### config.mk
export PLATFORM = sky130hd
export DESIGN_NAME = md_unit
export DESIGN_NICKNAME = d
export VERILOG_FILES = /design/src/rtl/md_pkg.sv /design/src/rtl/md_div_core.sv /design/src/rtl/md_unit.sv
export SDC_FILE = /design/constraint.sdc
export NUM_CORES = 1
export LEC_CHECK = 0
export ABC_AREA = 1
export BUFFER_PORTS_ARGS = -buffer_cell sky130_fd_sc_hd__buf_2
export CAP_MARGIN = 10
export CORE_ASPECT_RATIO = 1.4
export CORE_MARGIN = 2
export CORE_UTILIZATION = 40
export DETAILED_ROUTE_END_ITERATION = 8
export REMOVE_ABC_BUFFERS = 1
export SETUP_SLACK_MARGIN = 0.5
export SLEW_MARGIN = 10
export SYNTH_ARGS = -nofsm -noshare
export SYNTH_HDL_FRONTEND = slang
export SYNTH_SLANG_ARGS = --single-unit
### constraint.sdc
create_clock -name clk -period 4.1 [get_ports clk]
set_input_delay 0.82 -clock clk [delete_from_list [all_inputs] [get_ports clk]]
set_output_delay 0.82 -clock clk [all_outputs]
set_load 0.01 [all_outputs]
### src/rtl/md_pkg.sv
// Shared types and decode helpers for the M-extension multiply/divide unit.
// Op encoding follows funct3, so the decoder is a cast once the opcode/funct7 match.
`ifndef MD_PKG_SV
`define MD_PKG_SV

package md_pkg;

    typedef enum logic [2:0] {
        MD_MUL    = 3'b000,
        MD_MULH   = 3'b001,
        MD_MULHSU = 3'b010,
        MD_MULHU  = 3'b011,
        MD_DIV    = 3'b100,
        MD_DIVU   = 3'b101,
        MD_REM    = 3'b110,
        MD_REMU   = 3'b111
    } mdop_t;

    localparam logic [6:0] OPCODE_OP     = 7'b0110011;
    localparam logic [6:0] FUNCT7_MULDIV = 7'b0000001;

    function automatic logic is_md_f(input logic [6:0] opcode, input logic [6:0] funct7);
        return (opcode == OPCODE_OP) && (funct7 == FUNCT7_MULDIV);
    endfunction

    function automatic mdop_t gen_mdop_f(input logic [6:0] opcode, input logic [6:0] funct7,
                                         input logic [2:0] funct3);
        return is_md_f(opcode, funct7) ? mdop_t'(funct3) : MD_MUL;
    endfunction

endpackage

`endif

### src/rtl/md_div_core.sv
// Restoring-divider iteration: one quotient bit per enabled cycle on unsigned magnitudes.
// The next-state values are exported so the caller can capture the final result on the last step.
module md_div_core
    import md_pkg::*;
#(
    parameter int XLEN = 32
) (
    input  logic            clk,
    input  logic            rst,
    input  logic            load_i,
    input  logic            en_i,
    input  logic [XLEN-1:0] dividend_i,
    input  logic [XLEN-1:0] divisor_i,
    output logic [XLEN-1:0] quot_nxt_o,
    output logic [XLEN-1:0] rem_nxt_o
);

    logic [XLEN-1:0] quot_q;
    logic [XLEN-1:0] rem_q;
    logic [XLEN-1:0] dvsr_q;

    logic [XLEN:0]   rem_sh;
    logic            ge;

    // The dividend sits in the quotient register and shifts out MSB-first into the remainder.
    always_comb begin
        rem_sh     = {rem_q, quot_q[XLEN-1]};
        ge         = rem_sh >= {1'b0, dvsr_q};
        rem_nxt_o  = ge ? (rem_sh[XLEN-1:0] - dvsr_q) : rem_sh[XLEN-1:0];
        quot_nxt_o = {quot_q[XLEN-2:0], ge};
    end

    // NOTE: sequential state uses <= so every register samples the pre-edge values.
    always_ff @(posedge clk) begin
        if (rst) begin
            quot_q <= '0;
            rem_q  <= '0;
            dvsr_q <= '0;
        end else if (load_i) begin
            quot_q <= dividend_i;
            rem_q  <= '0;
            dvsr_q <= divisor_i;
        end else if (en_i) begin
            quot_q <= quot_nxt_o;
            rem_q  <= rem_nxt_o;
        end
    end

endmodule

### src/rtl/md_unit.sv
// Iterative RV M-extension multiply/divide unit with valid/ready on both sides and tag passthrough.
// Multiply is shift-add in a 2*XLEN product register; divide uses md_div_core. One op in flight.
module md_unit
    import md_pkg::*;
#(
    parameter int XLEN         = 32,
    parameter int TAG_W        = 5,
    parameter bit FAST_SPECIAL = 1'b1
) (
    input  logic             clk,
    input  logic             rst,
    input  logic             flush_i,
    input  logic             in_valid_i,
    output logic             in_ready_o,
    input  logic [2:0]       op_i,
    input  logic [XLEN-1:0]  rs1_i,
    input  logic [XLEN-1:0]  rs2_i,
    input  logic [TAG_W-1:0] tag_i,
    output logic             out_valid_o,
    input  logic             out_ready_i,
    output logic [XLEN-1:0]  result_o,
    output logic [TAG_W-1:0] tag_o,
    output logic             busy_o
);

    localparam int CNT_W = $clog2(XLEN) + 1;

    localparam logic [1:0] ST_IDLE = 2'd0;
    localparam logic [1:0] ST_CALC = 2'd1;
    localparam logic [1:0] ST_DONE = 2'd2;

    logic [1:0]        state_q, state_d;
    logic [CNT_W-1:0]  cnt_q, cnt_d;
    mdop_t             op_q, op_d;
    logic [TAG_W-1:0]  tag_q, tag_d;
    logic              neg_q, neg_d;
    logic [XLEN-1:0]   mcand_q, mcand_d;
    logic [2*XLEN-1:0] prod_q, prod_d;
    logic [XLEN-1:0]   result_q, result_d;

    logic              accept;
    logic              a_neg, b_neg, div_zero, div_ovf, special, neg_in;
    logic [XLEN-1:0]   mag_a, mag_b, special_res;
    logic [2:0]        op_bits;

    logic [XLEN:0]     mul_sum;
    logic [2*XLEN-1:0] prod_nxt, prod_fix;
    logic [XLEN-1:0]   quot_nxt, rem_nxt, calc_res;

    assign accept  = in_valid_i && (state_q == ST_IDLE) && !flush_i;
    assign op_bits = op_q;

    // Operand conditioning: magnitudes plus the sign the final result must carry.
    always_comb begin
        a_neg    = (op_i inside {MD_MULH, MD_MULHSU, MD_DIV, MD_REM}) && rs1_i[XLEN-1];
        b_neg    = (op_i inside {MD_MULH, MD_DIV, MD_REM}) && rs2_i[XLEN-1];
        mag_a    = a_neg ? -rs1_i : rs1_i;
        mag_b    = b_neg ? -rs2_i : rs2_i;
        div_zero = (rs2_i == '0);
        div_ovf  = (op_i inside {MD_DIV, MD_REM}) && (rs1_i == {1'b1, {(XLEN-1){1'b0}}})
                   && (rs2_i == '1);
        special  = op_i[2] && (div_zero || div_ovf);

        if (div_zero)
            special_res = op_i[1] ? rs1_i : '1;
        else
            special_res = op_i[1] ? '0 : rs1_i;

        // A zero divisor must yield all-ones for DIV, so its quotient is never negated.
        if (!op_i[2])
            neg_in = a_neg ^ b_neg;
        else if (op_i[1])
            neg_in = a_neg;
        else
            neg_in = (a_neg ^ b_neg) && !div_zero;
    end

    md_div_core #(.XLEN(XLEN)) u_div (
        .clk        (clk),
        .rst        (rst),
        .load_i     (accept),
        .en_i       ((state_q == ST_CALC) && op_bits[2]),
        .dividend_i (mag_a),
        .divisor_i  (mag_b),
        .quot_nxt_o (quot_nxt),
        .rem_nxt_o  (rem_nxt)
    );

    always_comb begin
        mul_sum  = {1'b0, prod_q[2*XLEN-1:XLEN]} + (prod_q[0] ? {1'b0, mcand_q} : '0);
        prod_nxt = {mul_sum, prod_q[XLEN-1:1]};
        prod_fix = neg_q ? -prod_nxt : prod_nxt;

        case (op_q)
            MD_MUL:                       calc_res = prod_fix[XLEN-1:0];
            MD_MULH, MD_MULHSU, MD_MULHU: calc_res = prod_fix[2*XLEN-1:XLEN];
            MD_DIV, MD_DIVU:              calc_res = neg_q ? -quot_nxt : quot_nxt;
            default:                      calc_res = neg_q ? -rem_nxt : rem_nxt;
        endcase
    end

    // NOTE: every _d takes its _q value first, so no path through the case leaves a latch.
    always_comb begin
        state_d  = state_q;
        cnt_d    = cnt_q;
        op_d     = op_q;
        tag_d    = tag_q;
        neg_d    = neg_q;
        mcand_d  = mcand_q;
        prod_d   = prod_q;
        result_d = result_q;

        case (state_q)
            ST_IDLE: begin
                if (accept) begin
                    op_d    = mdop_t'(op_i);
                    tag_d   = tag_i;
                    neg_d   = neg_in;
                    mcand_d = mag_a;
                    prod_d  = {{XLEN{1'b0}}, mag_b};
                    if (FAST_SPECIAL && special) begin
                        result_d = special_res;
                        state_d  = ST_DONE;
                    end else begin
                        cnt_d   = CNT_W'(XLEN);
                        state_d = ST_CALC;
                    end
                end
            end
            ST_CALC: begin
                prod_d = prod_nxt;
                cnt_d  = cnt_q - 1'b1;
                if (cnt_q == CNT_W'(1)) begin
                    result_d = calc_res;
                    state_d  = ST_DONE;
                end
            end
            ST_DONE: begin
                if (out_ready_i)
                    state_d = ST_IDLE;
            end
            default: state_d = ST_IDLE;
        endcase

        if (flush_i) begin
            state_d = ST_IDLE;
            cnt_d   = '0;
        end
    end

    always_ff @(posedge clk) begin
        if (rst) begin
            state_q  <= ST_IDLE;
            cnt_q    <= '0;
            op_q     <= MD_MUL;
            tag_q    <= '0;
            neg_q    <= 1'b0;
            mcand_q  <= '0;
            prod_q   <= '0;
            result_q <= '0;
        end else begin
            state_q  <= state_d;
            cnt_q    <= cnt_d;
            op_q     <= op_d;
            tag_q    <= tag_d;
            neg_q    <= neg_d;
            mcand_q  <= mcand_d;
            prod_q   <= prod_d;
            result_q <= result_d;
        end
    end

    assign in_ready_o  = (state_q == ST_IDLE);
    assign out_valid_o = (state_q == ST_DONE);
    assign busy_o      = (state_q != ST_IDLE);
    assign result_o    = result_q;
    assign tag_o       = tag_q;

endmodule

==> metrics.txt <==
total grt overflow 0; number of max-cap violations 0; total CTS buffers 30; Top FF cell, synth dfxtp_1; crit path time final 3530 ps; area used by multi-input combinational logic 15180 um2; most frequent cell after synthesis nand2_1; fmax ~0.28 GHz; DRT iter0 DRCs 1844; Worst Path Required 4560 ps; final hold violations 0; CTS H-Tree Depth 1; most used cell, CP nand2_1; num ports 117; P_sw 3368 uW; Worst-Margin Slew 773.8 ps; largest net degree at the start of global routing 127; die area 54050 um2; CTS clk-pin slew, worst paths roughly 70 ps; Synth area leaders dfxtp_1 23%, nand2_1 19%, inv_1 8.3%, o21ai_0 7.2%, a21oi_1 6.9%; via count approximately 25000; worst-path fanout max 11; die width 197.1 um; Area Overhead vs Synth 21.55%; startpoint type of the worst setup path register; Synth cell types 57; EDFF count, synth 0; Flop pwr share 0.298; vias per cell approximately 5.7; Worst Path Arrival 3990 ps; CP max stage cell nor3_4; Int Power 5104 uW; post-route cell area 25370 um2; Final Cycle Share 0.8610; Max rail drop VDD 348.1 uV; Root Driver clkbuf_16; FP Rows 99; Die H 274.3 um; Sw Ratio 0.3976; total clock sinks 241; Post-DRT Antenna Nets 0; PortBufs between 100 and 150; initial antenna violation count 0; share of cells above drive strength 1 0.1766; Yosys reg bits 241; status finished, final reports clean; GRT Util Overall 0.3300; Async S/R FF share, synth 0; Clk pwr share 0.347; Mapped Area 20870 um2; PD cells 333.9 nW/um2; # hold bufs at CTS 0; dpl hpwl around 71000 um; Comb power frac 0.355; YS warnings 0; antenna cells 0; sequential area share after synthesis 0.2311; Commonest cells post-synth 1029 x nand2_1, 459 x inv_1, 363 x nor2_1; Post-Syn Area per Cell 5.722 um2; gp weighted congestion roughly 1; Final Slew Violations 0; Routed wire per std cell 20.64 um; HP Class register to register; # fillers 5621; placed inst area approximately 23000 um2; Std-Cell Core Area between 50000 and 60000 um2; critical-path cell list inv_1 -> ha_4 -> nand2_1 -> nor2_2 -> inv_2 -> nor3_4 -> nand3_4 -> nand2_8 -> buf_12 -> nand2_1 -> nand2_2 -> ha_2 -> buf_4 -> nand3_2 -> nor2_4 -> nand4_1 -> nand2_2 -> nand3_1 -> nand3_1 -> nand2_1 -> nand2_1 -> a21oi_1; Leak 0.01178 uW; Initial Utilization 0.4022; Setup TNS 0 ps; Sequential Area around 4900 um2; DRC 0; First-pass DRT Iterations 8; nets between 3000 and 4000; clk_lat worst skew around 600 ps; Final setup viols 0; Yosys top cell by area dfxtp_1; Worst Setup Path Type register to register; share of the synthesized area in the top cell type 0.2311; Final Routed Wirelength 92160 um; final clock skew 18.84 ps; crit end category register; slowest stage delay, CP 360 ps; first-pass GRT wire length 137100 um; number of global-route vias before repair 23913; Clock Path Buffers 3; relative slew slack 0.4841; RSZ-0062 raised after global routing true; Synth Instances 3648; CTS tree built
## cells in the final DEF, fill, tap and decap left out, types with 30 or more instances in the layout
master     count
a21oi_1      256
nor2_1       302
a31oi_1       50
nor2_2        50
nand3_1      269
nand2_1      951
nand2_2       83
clkbuf_16     32
o211ai_1      32
nor2_4        30
dfxtp_1      225
inv_1        441
nand4_1       57
o21ai_0      282
nor3_1        51
ha_4          44
o22ai_1       38
buf_2        115
buf_4        121
a21oi_2       30
## power groups by stage
stage	Clock (uW)	Combinational (uW)	Sequential, uW
final	2940	3010	2530
after global routing	3050	3250	2540
after CTS	2970	2760	2520
after detailed placement	0	2680	2580
after global placement	0	2670	2580
after floorplan	0	1650	2560
## sequential cells by signal, summed over array words and instances, names as in the netlist
signal / count
mcand_q: 32
op_bits: 3
result_o: 32
u_div.quot_q: 32
neg_q: 1
state_q: 2
u_div.rem_q: 32
tag_o: 5
prod_q: 64
u_div.dvsr_q: 32
cnt_q: 6
## critical path, delay by kind of cell, from the launching register on
family	cells	cell delay [ps]
compound gates	1	50
fa+ha+maj	2	520
buf+inv	4	410
flops	1	310
simple gates	15	2090
## metrics by stage
stage	cells	utilization	hold WS (ps)	worst slack (ps)	total power, uW
3_3_place_gp	4382	0.4357	437.8	140.7	5250
4_1_cts	4441	0.4668	454.1	469.6	8254
6_report	4466	0.4888	454.3	569.7	8472
3_5_place_dp	4382	0.4357	442.9	158.8	5251
2_1_floorplan	3506	-	427.0	-4242	4205
5_1_grt	4466	0.4888	480.0	393.2	8847
## routing by layer
metal	GRT usage	part of all wire
met5	0	0
met1	0.3653	0.37
met3	0.02940	0.054
met2	0.5949	0.49
met4	0.2295	0.080
## cell families after synthesis
kind of cell / count (synthesis) / synth area share
AOI/OAI and AO/OA: 791 / 0.2102
xor gates and xnor gates: 35 / 0.01469
adders and majority gates: 74 / 0.04508
buffers and inverters: 614 / 0.1130
DFF: 241 / 0.2311
and+or+nand+nor: 1893 / 0.3859
## worst paths after layout
| check | startpoint | to | slack [ps] | cells past startpoint |
|---|---|---|---|---|
| setup / recovery | u_div.dvsr_q[20] | result_o[24] | 570 | 22 |
| hold / removal | mcand_q[31] | mcand_q[31] | 450 | 2 |
| setup reg to reg | u_div.dvsr_q[20] | result_o[24] | 570 | 22 |
| hold reg to reg | mcand_q[31] | mcand_q[31] | 450 | 2 |
## repair_timing
item                                   in CTS  in global routing
setup endpoints to repair                  17                 31
gates cloned                                0                  1
endpoints found under the hold margin       0                  0
resized for setup                          96                272
buffers inserted                            3                 24
pin swaps                                  16                 66
## area by class of cell
type | instances | area share
multi-input combinational | 2793 | 0.5982
clock inverter | 20 | 0.008976
timing repair buffer | 248 | 0.06677
sequential | 241 | 0.1913
tap | 656 | 0.03235
inverter | 472 | 0.06993
clock buffer | 36 | 0.03250
Note: power is estimated with default switching activity, not from simulation.
